==> config.mk <==
export PLATFORM = sky130hd
export DESIGN_NAME = fetch_sequencer
export DESIGN_NICKNAME = d
export VERILOG_FILES = /design/src/rtl/fetch_sequencer.sv
export SDC_FILE = /design/constraint.sdc
export NUM_CORES = 1
export LEC_CHECK = 0
export ABC_AREA = 1
export CORE_ASPECT_RATIO = 0.8
export CORE_MARGIN = 1
export CORE_UTILIZATION = 25
export CTS_CLUSTER_DIAMETER = 80
export CTS_CLUSTER_SIZE = 25
export DETAILED_ROUTE_END_ITERATION = 6
export PLACE_DENSITY_LB_ADDON = 0.15
export REMOVE_ABC_BUFFERS = 1
export SETUP_SLACK_MARGIN = 0.15
export SLEW_MARGIN = 15
export SYNTH_ARGS = -nofsm -noshare
export SYNTH_HDL_FRONTEND = slang
export SYNTH_SLANG_ARGS = --single-unit
==> constraint.sdc <==
create_clock -name clkIn -period 3.2 [get_ports clkIn]
set_input_delay 0.64 -clock clkIn [delete_from_list [all_inputs] [get_ports clkIn]]
set_output_delay 0.64 -clock clkIn [all_outputs]
set_load 0.05 [all_outputs]
==> src/rtl/fetch_sequencer.sv <==
// Two-phase FETCH/EXECUTE instruction sequencer with SNZA/SNZS skip-next squashing.
// Optional macro FETCH_LOOP_EN: wrap PC to 0 after the last address instead of halting.

module fetch_sequencer #(
    parameter int         PROG_LEN    = 16,
    parameter logic [3:0] CLR_OPCODE  = 4'b0111,
    parameter logic [3:0] SNZA_OPCODE = 4'b1000,
    parameter logic [3:0] SNZS_OPCODE = 4'b1001
) (
    input  logic       clkIn,
    input  logic       resetIn,
    input  logic       enableIn,
    output logic [3:0] addressOut,
    input  logic [3:0] instrIn,
    input  logic       aNonZeroIn,
    input  logic       sNonZeroIn,
    output logic [3:0] opcodeOut,
    output logic       execValidOut,
    output logic       skippedOut,
    output logic [3:0] pcOut,
    output logic       haltedOut
);

    // state      | meaning
    // ST_FETCH   | ROM addressed by PC, opcode captured into IR at the edge
    // ST_EXECUTE | IR presented to control (or squashed), PC advances
    // ST_HALTED  | program complete, wait for reset
    typedef enum logic [1:0] {
        ST_FETCH   = 2'd0,
        ST_EXECUTE = 2'd1,
        ST_HALTED  = 2'd2
    } state_t;

    localparam logic [3:0] LAST_ADDR = 4'(PROG_LEN - 1);

    state_t     state, state_nxt;
    logic [3:0] pc, pc_nxt;
    logic [3:0] ir, ir_nxt;
    logic       skip, skip_nxt;
    logic       snz_taken;

    always_ff @(posedge clkIn) begin
        if (resetIn) begin
            state <= ST_FETCH;
            pc    <= 4'd0;
            ir    <= CLR_OPCODE;
            skip  <= 1'b0;
        end else begin
            state <= state_nxt;
            pc    <= pc_nxt;
            ir    <= ir_nxt;
            skip  <= skip_nxt;
        end
    end

    assign snz_taken = ((ir == SNZA_OPCODE) && aNonZeroIn) ||
                       ((ir == SNZS_OPCODE) && sNonZeroIn);

    always_comb begin
        state_nxt = state;
        pc_nxt    = pc;
        ir_nxt    = ir;
        skip_nxt  = skip;
        if (enableIn) begin
            case (state)
                ST_FETCH: begin
                    ir_nxt    = instrIn;
                    state_nxt = ST_EXECUTE;
                end
                ST_EXECUTE: begin
                    // a squashed SNZ never evaluates its flag
                    skip_nxt = skip ? 1'b0 : snz_taken;
                    if (pc == LAST_ADDR) begin
`ifdef FETCH_LOOP_EN
                        pc_nxt    = 4'd0;
                        state_nxt = ST_FETCH;
`else
                        skip_nxt  = 1'b0;
                        state_nxt = ST_HALTED;
`endif
                    end else begin
                        pc_nxt    = pc + 4'd1;
                        state_nxt = ST_FETCH;
                    end
                end
                ST_HALTED: state_nxt = ST_HALTED;
                default:   state_nxt = ST_FETCH;
            endcase
        end
    end

    always_comb begin
        execValidOut = 1'b0;
        skippedOut   = 1'b0;
        haltedOut    = (state == ST_HALTED);
        if (enableIn && (state == ST_EXECUTE)) begin
            execValidOut = !skip;
            skippedOut   = skip;
        end
    end

    assign addressOut = pc;
    assign pcOut      = pc;
    assign opcodeOut  = ir;

endmodule

==> results.json <==
{
  "status": "complete, no violations",
  "die_area_um2": 2310,
  "ir_drop_mv": 0.262,
  "gp_congestion": 0.696,
  "drt_wl_total_um": 1170,
  "dieHeight_um": 43.2,
  "grt_start_max_net_pins": 8,
  "fmax_ghz": 0.434,
  "track_usage": 0.122,
  "synth_top_area_share": 0.415,
  "maxCapViolCount": 0,
  "insertion_delay_ps": 270,
  "dp_slack_ps": 949,
  "holdWs_ps": 483,
  "ant_nets": 0,
  "numPortBuffers": 23,
  "post_drt_wl_per_cell_um": 9.56,
  "clock_skew_ps": 1.30,
  "clk_pin_slew_ps": 70,
  "cts.sinks": 11,
  "slowest_delay_ps": 800,
  "ctsResizeCount": 0,
  "rsz0062_at_grt": "false",
  "arrival_ps": 1670,
  "ys_seq_area_frac": 0.415,
  "synth.most_common_cell": "nand2_1",
  "timing.final.max_slew_violations": 0,
  "worstHoldStart": "skip",
  "hold_class": "flip-flop to flip-flop",
  "ys_top_cells_by_count": "nand2_1 (15), inv_1 (12), dfxtp_1 (11), nor2_1 (9), nand3_1 (7)",
  "crit_slowest_cell": "clkdlybuf4s50_1",
  "core-area_um2": 1940,
  "cp_max_fo": 4,
  "dp.cells": 118,
  "crit_required_ps": 2560,
  "synth_enable_flop_cells": 0,
  "nets": 109,
  "tritoncts": "yes",
  "holdPathStages": 2,
  "syn_area_per_cell_um2": 7.07,
  "synth_cell_types": 14,
  "yosys_warnings": 0,
  "yosysTopAreaCell": "dfxtp_1",
  "synth_area_leaders": "dfxtp_1 (42%), nand2_1 (11%), inv_1 (8.5%)",
  "path_delay_family": "buffers and inverters",
  "ys.flop_type": "dfxtp_1",
  "worstHoldEndpoint": "skip",
  "cts_max_path_buffers": 2,
  "grt_pass1_wl_um": 1920,
  "ff_latch_area_um2": 220,
  "slew_headroom": 0.663,
  "n_antenna_cell": 0,
  "setup_viol": 0,
  "fin_area_um2": 782,
  "cts_buffers": 3,
  "reg2reg_from": "state[1]",
  "layout-drive-gt1-share": 0.0816,
  "min_period_over_period": 0.721,
  "drc": 0,
  "cp-start-kind": "flip-flop",
  "final_cells": 122,
  "synthesis.area_um2": 531,
  "r2r_cells": 4,
  "rrSetupSlack_ps": 2020,
  "fillCellCount": 211,
  "hold_buffers": 0,
  "worst_slack_ps": 894,
  "p_per_area_nw_per_um2": 397,
  "end_kind": "primary output",
  "tightest_slew_ps": 504,
  "async_flop_share": 0,
  "first_global_vias": 473,
  "cts_max_level": 1,
  "crit_chain": "inv_1 > nor2_1 > clkdlybuf4s50_1",
  "placed_cell_area_um2": 756,
  "cts_root_buf": "clkbuf_4",
  "fin_crit_ps": 2310,
  "drt_pass1_iterations": 3,
  "fp.dieW_um": 53.5,
  "ys_seq_elements": 11,
  "dp_hpwl_um": 885,
  "initial_utilization": 0.273,
  "cp_num_buf_inv": 2,
  "multi_input_area_um2": 235,
  "rows": 14,
  "synthCells": 75,
  "final_hold_viol_count": 0,
  "dr_total_vias": 507,
  "p_leak_nw": 0.312,
  "cts_setup_buffers": 0,
  "fin_tns_setup_ps": 0,
  "crit_type": "flip-flop to primary output",
  "vias_per_cell": 4.16,
  "antenna_found_initial": 0,
  "initialDrtViolationCount": 4,
  "area_growth_pct": 47.4,
  "r2r-end": "opcodeOut[3]",
  "pin_count": 24,
  "grt.overflow.total": 0
}
==> report_power, final <==
part           switching (mW)  internal, mW  total, mW
Combinational          0.0403        0.0253     0.0656
Sequential            0.00526         0.143      0.148
Clock                  0.0488        0.0483     0.0971
==> worst max path at each step <==
stage,startpoint,to,slack (ps),depth (start not counted)
after floorplan,enableIn,execValidOut,1130,2
after global placement,enableIn,execValidOut,940,4
after detailed placement,enableIn,execValidOut,950,4
after CTS,state[1],haltedOut,880,3
after global routing,state[1],haltedOut,830,3
final,state[1],haltedOut,890,3
==> worst register-to-register path, delay by kind of cell (launching register included) <==
kind | cells | cell delay (ps)
AND/OR/NAND/NOR | 3 | 570
flip-flops | 1 | 360
buffers and inverters | 1 | 150
==> through the flow <==
| stage | util | power [mW] |
|---|---|---|
| after floorplan | - | 0.190 |
| after global placement | 0.389 | 0.217 |
| after detailed placement | 0.389 | 0.217 |
| after CTS | 0.402 | 0.314 |
| after global routing | 0.402 | 0.327 |
| final | 0.402 | 0.311 |
==> flip-flops by register name, summed over array words and instances (netlist names) <==
signal	cells
opcodeOut	4
skip	1
state	2
addressOut	4
==> cells in the final DEF, fill, tap and decap left out <==
cell / netlist / layout
a21oi_1: 6 / 6
buf_4: 4 / 2
clkbuf_1: 0 / 1
clkbuf_4: 0 / 3
clkdlybuf4s50_1: 0 / 21
dfxtp_1: 11 / 11
ha_1: 1 / 1
inv_1: 12 / 12
nand2_1: 15 / 15
nand2_2: 1 / 1
nand3_1: 7 / 7
nor2_1: 9 / 9
nor2_4: 1 / 1
nor3_2: 1 / 1
o211ai_1: 2 / 2
o21ai_0: 4 / 4
o21ai_1: 1 / 1
==> final cells by class <==
type                       count  area share
clock buffer                   4      0.0336
sequential                    11       0.282
inverter                      12      0.0576
timing repair buffer          23       0.288
tap                           24      0.0384
multi-input combinational     48       0.301
==> logic make-up (layout without fill, tap and decap cells) <==
| logic type | count (synthesis) | in the layout | share of synthesized area |
|---|---|---|---|
| adder cells (fa/ha/maj) | 1 | 1 | 0.0236 |
| flip-flops | 11 | 11 | 0.415 |
| buffers and inverters | 16 | 39 | 0.142 |
| AO/OA/AOI/OAI | 13 | 13 | 0.132 |
| AND/OR/NAND/NOR | 34 | 34 | 0.288 |
==> routing by layer <==
| layer | vias up | GRT usage | part of all wire |
|---|---|---|---|
| met5 | - | 0 | 0 |
| met4 | 0 | 0.0474 | 0.011 |
| met3 | 2 | 0.0753 | 0.069 |
| met2 | 13 | 0.163 | 0.41 |
| met1 | 211 | 0.154 | 0.51 |
| li1 | 281 | - | - |
(Power assumes the default switching activity.)
